## src/rtl/fnd_scan_controller.sv

```systemverilog
// Four-digit seven-segment scan controller: binary capture, double-dabble BCD
// conversion and time-multiplexed active-low font output with leading-zero blanking.
module fnd_scan_controller #(
    parameter int unsigned CLK_HZ  = 100_000_000,
    parameter int unsigned SCAN_HZ = 4_000
) (
    input  logic        i_clk,
    input  logic        i_reset,
    input  logic [13:0] i_value,
    input  logic        i_load,
    input  logic        i_blank_en,
    output logic [1:0]  o_digit,
    output logic [7:0]  o_font,
    output logic        o_busy
);

    localparam int unsigned DIV    = CLK_HZ / SCAN_HZ;
    localparam int unsigned DIV_W  = (DIV > 1) ? $clog2(DIV) : 1;
    localparam int unsigned VAL_W  = 14;
    localparam int unsigned BCD_W  = 16;
    localparam int unsigned ITER_W = 4;

    localparam logic [DIV_W-1:0]  DIV_LAST = DIV_W'(DIV - 1);
    localparam logic [VAL_W-1:0]  VAL_MAX  = VAL_W'(9999);
    localparam logic [ITER_W-1:0] N_ITER   = ITER_W'(VAL_W);

    typedef enum logic [1:0] {
        IDLE,
        CONVERT,
        COMMIT
    } state_t;

    state_t              state_q, state_d;
    logic [DIV_W-1:0]    div_q;
    logic [1:0]          digit_q;
    logic                tick;
    logic [VAL_W-1:0]    bin_q, bin_d;
    logic [BCD_W-1:0]    work_q, work_d;
    logic [BCD_W-1:0]    disp_q, disp_d;
    logic [ITER_W-1:0]   iter_q, iter_d;
    logic                busy_q, busy_d;
    logic [BCD_W-1:0]    dab;
    logic [3:0]          nib;
    logic                blank;

    // Scan divider and digit index run free of the conversion FSM
    assign tick = (div_q == DIV_LAST);

    always_ff @(posedge i_clk) begin
        if (i_reset) begin
            div_q   <= '0;
            digit_q <= '0;
        end else if (tick) begin
            div_q   <= '0;
            digit_q <= digit_q + 2'd1;
        end else begin
            div_q   <= div_q + DIV_W'(1);
        end
    end

    // Add-3 correction on every BCD nibble that is 5 or more
    always_comb begin
        dab = work_q;
        for (int i = 0; i < 4; i++) begin
            if (work_q[4*i +: 4] >= 4'd5) begin
                dab[4*i +: 4] = work_q[4*i +: 4] + 4'd3;
            end
        end
    end

    always_ff @(posedge i_clk) begin
        if (i_reset) begin
            state_q <= IDLE;
            bin_q   <= '0;
            work_q  <= '0;
            disp_q  <= '0;
            iter_q  <= '0;
            busy_q  <= 1'b0;
        end else begin
            state_q <= state_d;
            bin_q   <= bin_d;
            work_q  <= work_d;
            disp_q  <= disp_d;
            iter_q  <= iter_d;
            busy_q  <= busy_d;
        end
    end

    always_comb begin
        state_d = state_q;
        bin_d   = bin_q;
        work_d  = work_q;
        disp_d  = disp_q;
        iter_d  = iter_q;
        busy_d  = busy_q;
        case (state_q)
            IDLE: begin
                if (i_load) begin
                    bin_d   = (i_value > VAL_MAX) ? VAL_MAX : i_value;
                    work_d  = '0;
                    iter_d  = N_ITER;
                    busy_d  = 1'b1;
                    state_d = CONVERT;
                end
            end
            CONVERT: begin
                work_d = {dab[BCD_W-2:0], bin_q[VAL_W-1]};
                bin_d  = {bin_q[VAL_W-2:0], 1'b0};
                iter_d = iter_q - ITER_W'(1);
                if (iter_q == ITER_W'(1)) begin
                    state_d = COMMIT;
                end
            end
            COMMIT: begin
                disp_d  = work_q;
                busy_d  = 1'b0;
                state_d = IDLE;
            end
            default: begin
                busy_d  = 1'b0;
                state_d = IDLE;
            end
        endcase
    end

    // Font lookup; a position blanks when it and every higher digit are zero
    always_comb begin
        nib   = disp_q[3:0];
        blank = 1'b0;
        case (digit_q)
            2'd0: begin
                nib   = disp_q[3:0];
                blank = 1'b0;
            end
            2'd1: begin
                nib   = disp_q[7:4];
                blank = (disp_q[15:4] == 12'd0);
            end
            2'd2: begin
                nib   = disp_q[11:8];
                blank = (disp_q[15:8] == 8'd0);
            end
            default: begin
                nib   = disp_q[15:12];
                blank = (disp_q[15:12] == 4'd0);
            end
        endcase
        o_font = 8'hFF;
        if (!(i_blank_en && blank)) begin
            case (nib)
                4'd0:    o_font = 8'hC0;
                4'd1:    o_font = 8'hF9;
                4'd2:    o_font = 8'hA4;
                4'd3:    o_font = 8'hB0;
                4'd4:    o_font = 8'h99;
                4'd5:    o_font = 8'h92;
                4'd6:    o_font = 8'h82;
                4'd7:    o_font = 8'hF8;
                4'd8:    o_font = 8'h80;
                4'd9:    o_font = 8'h90;
                default: o_font = 8'hFF;
            endcase
        end
    end

    assign o_digit = digit_q;
    assign o_busy  = busy_q;

endmodule
```

## config.mk

```make
export PLATFORM = sky130hd
export DESIGN_NAME = fnd_scan_controller
export DESIGN_NICKNAME = d
export VERILOG_FILES = /design/src/rtl/fnd_scan_controller.sv
export SDC_FILE = /design/constraint.sdc
export NUM_CORES = 1
export LEC_CHECK = 0
export CAP_MARGIN = 20
export CORE_UTILIZATION = 52
export DETAILED_ROUTE_END_ITERATION = 12
export HOLD_SLACK_MARGIN = 0.08
export PLACE_DENSITY = 0.81
export SLEW_MARGIN = 20
export SYNTH_ARGS = -nofsm -noshare
export SYNTH_HDL_FRONTEND = slang
export SYNTH_SLANG_ARGS = --single-unit
```

## constraint.sdc

```tcl
create_clock -name i_clk -period 2.2 [get_ports i_clk]
set_clock_uncertainty 0.2 [all_clocks]
set_input_delay 0.44 -clock i_clk [delete_from_list [all_inputs] [get_ports i_clk]]
set_output_delay 0.44 -clock i_clk [all_outputs]
set_load 0.01 [all_outputs]
```

### Word-level counts from Yosys, hierarchy flattened

Memories as Yosys holds them, arrays and structs flattened.
Cells that the tools add are included.

| word-level totals | value |
|---|---|
| output and inout port bits | 11 |
| memory bits (read-only) | 112 |
| input bits | 18 |
| memories kept | 1 |
| register bits after elaboration | 70 |
| word-level logic and storage cells | 60 |

| cells by class | value |
|---|---|
| reductions and logical operators | 11 |
| multiplexer cells | 19 |
| add/subtract/negate cells | 7 |
| bitwise operators | 1 |
| magnitude comparators | 5 |
| eq/ne operators | 8 |

Memories:

| name | depth | width | read ports | clocked after Yosys merged registers in | wr ports | RTL line | source |
|---|---|---|---|---|---|---|---|
| (name not given) | 16 | 7 | 1 | 0 | 0 | 150 | `case (nib)` |

Operators with widths:

| kind | number |
|---|---|
| 16-bit case mux with 2 select lines | 1 |
| 14-bit 2-to-1 mux | 2 |
| 14-bit case mux with 2 select lines | 1 |
| 4-bit by 3-bit >= comparator with 1-bit output (second input constant) | 4 |
| 16-bit 2-to-1 mux | 1 |
| 4-bit 2-to-1 mux | 4 |
| 15-bit by 1-bit adder with 15-bit output (second input constant) | 1 |
| 15-bit equality test (second input constant) | 1 |
| 14-bit greater-than comparator (second input constant) | 1 |
| 4-bit by 2-bit adder with 4-bit output (second input constant) | 3 |
| 12-bit zero test | 1 |
| 4-bit case mux with 3 select lines | 1 |
| 8-bit zero test | 1 |
| 8-bit 2-to-1 mux | 1 |
| 4-bit case mux with 2 select lines | 1 |
| 2-bit AND reduction | 3 |
| 2-bit by 1-bit equality test with 1-bit output (second input constant) | 2 |
| 2-bit equality test (second input constant) | 2 |
| 4-bit by 1-bit equality test with 1-bit output (second input constant) | 1 |
| 2-bit zero test | 2 |
| 4-bit zero test | 1 |
| 2-bit 2-to-1 mux | 2 |
| 2-bit inequality test (second input constant) | 2 |
| 2-bit case mux with 2 select lines | 1 |
| other kinds (11) | 11 |

### Depth between registers and ports, before layout

Gate-level depths: netlist of run 1.

| logic depth | value |
|---|---|
| depth in word-level cells | 4 |
| gate-level depth with buffers | 8 |

### Worst setup path after synthesis of run 1

OpenSTA, ideal clock, no wires.

| timing | value |
|---|---|
| path type | register to output |
| from | register digit_q[1], in the netlist o_digit[1] |
| to | output port o_font[1] |
| arrival time | 1.990 ns |
| cell stages (with the launch flop) | 8 |
| slack | -0.430 ns |
| cell sequence | dfxtp_1 inv_1 ha_1 a222oi_1 mux2i_2 ha_1 nor2b_1 o21ai_0 |

| on the way | value |
|---|---|
| cells in the longest elaborated chain, start to end | 4 |
| elaborated cells on any way between the ends | 8 |
| classes of those cells | eq/ne: 2; mux: 3; reduce/logical: 2; memory: 1 |

RTL lines:

| what | RTL line | source |
|---|---|---|
| from (decl) | 35 | `logic [1:0] digit_q;` |
| from (signal assigned) | 55 | `digit_q <= digit_q + 2'd1;` |
| 2-bit equality test, or another cell as far along | 130 | `case (digit_q)` |
| 4-bit case mux with 3 select lines / 1-bit case mux with 3 select lines (equally long branches) | 130 |  |
| memory 16 x 7 bit / 1-bit logical AND (equally long branches) | - |  |
| 8-bit 2-to-1 mux * | 149 | `if (!(i_blank_en && blank)) begin` |
| to (decl) | 13 | `output logic [7:0] o_font,` |

Mark *: on every way between the ends. The rest lies on a longest branch, timed or not.

### Worst setup path in the final report of run 1

| timing | value |
|---|---|
| from | register digit_q[1], in the netlist o_digit[1] |
| to | output port o_font[6] |

The elaborated chain is that of the path after synthesis.

==> run summary, run 1 <==
The number of nets with antenna violations after detailed routing came out at 0. The areal power density over the cells is 622.4 nW/µm². The synthesized instance count came out at 418.

Counting flops and latches in the post-synthesis netlist gives 70. In the synthesized netlist the dominant register cell turns out to be dfxtp_1. The internal power is 2066 µW. For this run, the post-layout net count is 505. For this run, design rule violations remaining after detail routing come to 4. The share of async-settable or async-resettable flops after synthesis is 0%. The die boundary width came out at 84.29 µm. The mean post-synth cell area is 8.423 µm². The count of pins over their slew limit came out at 0. Timing analysis after detailed placement gives a worst setup slack of -753.6 ps. The final-layout fill cell count came out at 524. The initial standard-cell utilization of the core is 54.51%. The count of endpoints failing hold in the final timing report came out at 0. Detailed placement ended at an HPWL of 5291 µm. The reported max-cap violation count is 0. The total of warnings raised by yosys is 0. The congestion estimate from routability-driven global placement came to 0.7730. Setup repair after global routing could not meet its margin everywhere. The maximum achievable frequency came out at 337.4 MHz. The data arrival at the endpoint of the critical path is 2320 ps. The first-pass GRT wire length is 13670 µm. STA classifies the critical path startpoint as a flip-flop. Of the total power, combinational logic draws 10.1%. In this run the clock root is driven by a clkbuf_8. Among all cell types in the netlist, the one instantiated most often is dfxtp_1. The height of the die came out at 84.29 µm. The overall die area came out at 7104 µm². The count of port buffers added during placement is 27. The per-cell via count in the routed design is 5.751. The final setup slack of the worst path is -763.9 ps. For this run, the register share of the synthesized area comes to 39.80%.

The cell area after placement came out at 4010 µm². Cells fill 67.57% of the core in the end. The routed design has 7743 µm of wire.

The summed instance area of the synthesized netlist is 3521 µm². By count the netlist is led by dfxtp_1, nand2_1, nor2_1. TritonCTS built the clock tree. The flow ran to the end, but the final reports show violations.

The clock transition time at the flip-flop clock pins of the worst setup and hold paths is 70 ps. The violation count after the first detailed-route iteration came out at 159. Summing all multi-input logic gate instances after layout gives 2054 µm².

STA classifies the critical path endpoint as an output port. The number of setup violations in the final report came out at 7. The required arrival time at the worst endpoint is 1560 ps. The site row count is 29. The aggregate global routing overflow came out at 0. The register area came out at 1409 µm². In the post-synthesis netlist, the biggest area contributors are dfxtp_1, ha_1, a21oi_1, nand2_1, nor2_1.

The routed wire length per instance is 14.05 µm. The cell type with the highest aggregate area in the netlist is dfxtp_1. Of all nets on the critical path, the largest fanout is 6. The number of buffers created by CTS is 9. The number of global-route vias before repair is 3084. The area of the core region is 6459 µm². Per report_power, the clock group accounts for 40.6% of the total. The worst setup path is of the reg -> out kind. Counting flops with a built-in enable in the synthesized netlist gives 0.

The normalized max-slew margin is 64.83%. The number of antenna violations at the first check in global routing came out at 0. The unique cell type count in the Yosys netlist is 46. At the pin with the least slew margin, the transition time is 526.2 ps. In this run the worst hold path is classified as reg -> reg.

The fraction of final layout cells with drive strength greater than 1 is 21.10%. The number of antenna repair diodes is 0. The worst ir drop on vdd is 0.4718 mV. Global routing consumed, over all layers together, 23.88% of the routing resources.

The clock tree buffer depth is 2. The leakage power of the design came out at 0.001646 µW. The total power is 2716 µW. The later pin in the worst-skew pair is clocked with a latency of 350 ps.

The net switching power of the design came out at 650.0 µW. After synthesis, the largest area contributor takes up 39.80% of total cell area. The detailed router placed 3169 vias in this run. In this run, placement finished with an instance count of 527. The post-layout minimum cycle time came out at 2964 ps.

Once layout is done, the placed cells without fillers occupy 4364 µm². In this run, post-CTS hold repair placed 0 buffers. Relative to the synthesized area, the layout overhead comes to 23.95%.

The net count after synthesis came out at 454. The switching power share of the total came out at 23.93%. In the finished design, the share of the clock period the worst path needs comes to 134.7%. The number of iterations in the first detailed-routing pass came out at 8. The final reports fail on design-rule violations, negative setup slack. Entering global routing, the biggest net connects 28 pins. The sequential share of power is 49.2%.

The total number of H-tree levels is 3. The number of standard cells in the layout, taps in and fillers out is 551. The number of top-level pins is 29. The number of sinks driven by the clock tree is 70.
layout by cell type (no fill, tap or decap), types with 5 or more instances in the layout:
cell / netlist / routed
dfxtp_1: 70 / 68
nand2_1: 55 / 54
nor2_1: 46 / 45
a21oi_1: 44 / 42
buf_4: 6 / 29
clkdlybuf4s50_1: 0 / 19
nor3_1: 18 / 16
inv_1: 19 / 15
nand3_1: 14 / 14
xnor2_1: 15 / 14
clkbuf_8: 0 / 13
ha_1: 18 / 11
a22oi_1: 8 / 8
o21ai_0: 14 / 8
xor2_1: 7 / 7
buf_2: 4 / 7
a2111oi_2: 6 / 6
nor4_1: 5 / 5
nand2b_1: 5 / 5
and3_1: 5 / 5
buf_6: 2 / 5
repair_timing:
| item | 4_1_cts | 5_1_grt |
|---|---|---|
| buffers inserted | 6 | 2 |
| resized for setup | 50 | 9 |
| setup endpoints to repair | 7 | 7 |
| pin swaps | 12 | 5 |
power by group through the flow:
stage                     Sequential, µW  Combinational, µW  Clock (µW)
after detailed placement            1360                275           0
after CTS                           1340                276        1120
after floorplan                     1360                197           0
final                               1340                276        1100
after global placement              1360                266           0
after global routing                1340                305        1190
kinds of logic (layout without fill, tap and decap cells):
kind of cell | after synthesis | count (layout) | share of synthesized area (%)
and+or+nand+nor | 162 | 162 | 21.89
AOI/OAI and AO/OA | 97 | 97 | 18.51
DFF | 70 | 70 | 39.80
buffers and inverters | 41 | 97 | 5.650
xor gates and xnor gates | 22 | 22 | 5.473
adders and majority gates | 18 | 18 | 6.397
muxes | 7 | 7 | 2.168
other | 1 | 1 | 0.1065
state kept, by name, summed over array words and instances, names as in the netlist:
name / flops
disp_q: 16
work_q: 16
div_q: 15
bin_q: 14
iter_q: 4
o_digit: 2
state_q: 2
o_busy: 1
path summary, 6_finish.rpt:
path                                  from   endpoint  slack, ps  cells past startpoint
worst min register to register    div_q[0]   div_q[0]        250                      1
worst min-delay path              div_q[0]   div_q[0]        250                      1
worst max register to register    div_q[0]  div_q[11]        370                      7
worst max-delay path            o_digit[1]  o_font[6]       -760                     10
worst max-delay path, stage by stage, from the launching register on:
cell	delay [ps]
dfxtp_4	380
inv_4	50
ha_4	170
a222oi_1	460
buf_4	210
mux2i_4	90
buf_6	160
xnor2_2	140
nor2_1	70
o21ai_1	110
buf_2	140
through the flow:
| stage | TNS, ps | hold WS, ps |
|---|---|---|
| final | -5168 | 249.8 |
| after global routing | -5893 | 276.0 |
| after CTS | -4575 | 256.2 |
| after detailed placement | -6399 | 239.2 |
| after global placement | -5643 | 228.0 |
| after floorplan | -1121 | 217.8 |
layer usage:
| metal | global-route usage, % | wire (µm) | up-vias |
|---|---|---|---|
| met5 | 0 | 0 | - |
| li1 | - | - | 1559 |
| met4 | 10.97 | 149 | 0 |
| met2 | 40.46 | 3902 | 80 |
| met3 | 5.015 | 340 | 16 |
| met1 | 29.15 | 3351 | 1514 |
area by class of cell:
cell class	instances	share of cell area [%]
clock buffers	13	4.100
clock inverters	3	0.9174
inverters	21	1.978
multi-input cells	307	47.08
flip-flops and latches	70	32.28
well taps	77	2.208
repair buffers	60	11.44
No activity file was read; power rests on OpenSTA's default activity.
==> run 2: changes to the inputs <==
CORE_MARGIN = 5   (was default)
==> run summary, run 2 (synthesized netlist as in run 1, its figures left out) <==
The flow ran to the end, but the final reports show violations. The checks that failed: negative setup slack. For this configuration, the core starts out at a cell density of 52.70%.

The data arrival at the endpoint of the critical path is 2170 ps. The number of global-route vias before repair was 3041. For this run, design rule violations remaining after detail routing come to 0. TritonCTS built the clock tree. The transition time at the pin with the least slew margin came out at 517.1 ps. The required arrival time at the worst endpoint is 1560 ps.

The signal on the critical path passes through inv_4 > ha_4 > a222oi_1 > mux2_4 > inv_2 > ha_2 > nor3_2 > o21ai_1 > buf_2. The area growth from synthesis to layout is 23.28%. The height of the die came out at 92.29 µm. The share of the core filled with cells is 64.96%. The number of nets with antenna violations after detailed routing came out at 0. The total number of H-tree levels came out at 3. In this run the static leakage power is 0.001623 µW. The clock transition time at the flip-flop clock pins of the worst setup and hold paths is 70 ps. In the layout the commonest cells are dfxtp_1, nand2_1, nor2_1. Leaving out fill and tap cells, the most frequent cell in the layout is dfxtp_1. The worst hold path endpoint is div_q[0]. Measured against its own limit, the worst slew margin works out to 65.44%. The first-pass GRT wire length is 13630 µm. The largest net degree at the start of global routing is 20. The placer's final routability congestion estimate came out at 0.8415. The final net count came out at 502.

The number of sinks driven by the clock tree is 70. Setup repair after global routing could not meet its margin everywhere. The detailed router finished its first iteration with 152 violations. After detailed routing, the number of vias per cell comes to 5.650. The post-layout minimum cycle time is 2808 ps. The number of setup violations in the final report came out at 7. In the final layout, the registers with the most flip-flops are disp_q x16, work_q x16, div_q x15. Across the run, the number of max-cap violations was 0. The worst hold margin is 252.7 ps. The cell area after placement is 4029 µm². The overall die area is 8517 µm². The kind of path behind the tightest hold check is reg -> reg. The critical path is of the reg -> out type. 29 I/O pins were placed.

In the final layout, the share of cells above drive strength 1 is 19.96%. The count of pins over their slew limit was 0. Dividing total power by cell area gives a power density of 632.5 nW/µm². The area of the core region is 6681 µm².

The register area is 1409 µm². After layout, the design draws a total of 2745 µW. The clock passes through at most 2 buffers. The share of the clock period used by the worst path is 127.7%.

On the worst path, the slowest cell contributes a delay of 380 ps. Measured along the x axis, the die boundary spans 92.29 µm. Counting cells, the worst reg-to-reg path comes to 7. The origin of the critical flop-to-flop path is div_q[0]. The half-perimeter wire length after detailed placement is 5658 µm.

The worst setup path is launched from a flip-flop. The number of buffers created by CTS is 9. Wires add up to 7820 µm. The count of endpoints failing hold in the final timing report came out at 0. The worst hold path depth came out at 1. The number of antenna violations at the first check in global routing is 0. The maximum achievable frequency is 356.1 MHz. The total number of vias came out at 3113.

The worst ir drop on vdd is 0.4282 mV. CTS placed an instance of clkbuf_8 at the clock tree root. Summing all multi-input logic gate instances after layout gives 2061 µm². The slowest stage of the critical path is the dfxtp_4 cell. After routing the design area is 4340 µm².

Summed over all layers, the global routing overflow is 0. Of all nets on the critical path, the largest fanout is 5. The worst register-to-register path ends at div_q[9]. The count of port buffers added during placement came out at 27. The routed wire length per instance is 14.19 µm.

The startpoint identified for the worst hold timing path is div_q[0]. The register-to-register path setup slack came out at 370 ps. The repair_antennas step left the layout with diodes totalling 0. The number of iterations in the first detailed-routing pass is 4. In this run, post-CTS hold repair placed 0 buffers.

Once routing completed, OpenROAD measured the worst setup slack at -608.5 ps. STA classifies the critical path endpoint as an output port. The final-layout fill cell count is 552.

The clock latency on the worst-skew pair came out at 350 ps. The site row count is 30. The aggregate global-route resource usage came out at 19.56%.
## run 2: cell type report
type	instances	area share, %
clock buffers	12	3.344
clock inverters	4	1.614
inverters	21	1.989
multi-input cells	307	47.48
flip-flops and latches	70	32.46
well taps	80	2.306
repair buffers	57	10.81
## run 2: worst max-delay path by stage
stage	from	cells past startpoint	end
2_1_floorplan	o_digit[1]	7	o_font[3]
3_3_place_gp	o_digit[1]	9	o_font[1]
4_1_cts	o_digit[1]	10	o_font[4]
6_report	o_digit[1]	9	o_font[6]
3_5_place_dp	o_digit[1]	9	o_font[5]
5_1_grt	o_digit[1]	9	o_font[5]
## run 2: timing repair
item / 4_1_cts / 5_1_grt
pin swaps: 13 / 5
gates resized for setup: 50 / 7
setup endpoints to repair: 7 / 7
buffers inserted: 2 / 1
## run 2: critical path: cells and delay by family, from the launching register on
family / cells / cell delay [ps]
fa+ha+maj: 2 / 350
compound gates: 2 / 460
flops: 1 / 380
buf+inv: 3 / 220
simple gates: 1 / 160
mux: 1 / 260
## run 2: routing by layer
| metal | wire length [µm] | share of wire [%] | track usage (%) |
|---|---|---|---|
| met5 | 0 | 0 | 0 |
| met1 | 3438 | 44 | 22.78 |
| met4 | 103 | 1.3 | 8.663 |
| met3 | 306 | 3.9 | 3.856 |
| met2 | 3972 | 51 | 34.55 |
## run 2: power breakdown
| part | switching (µW) | total (µW) | internal (µW) |
|---|---|---|---|
| sequential | 32.0 | 1340 | 1310 |
| clock | 465 | 1130 | 667 |
| combinational | 159 | 276 | 117 |
## run 2: metrics by stage
| step | setup TNS, ps | worst slack, ps | std cells |
|---|---|---|---|
| finish | -4016 | -608.5 | 551 |
| global route | -4676 | -685.1 | 551 |
| CTS | -3879 | -563.5 | 550 |
| detailed placement | -5997 | -719.2 | 532 |
| global placement | -4979 | -613.6 | 532 |
| floorplan | -1121 | -239.0 | 418 |
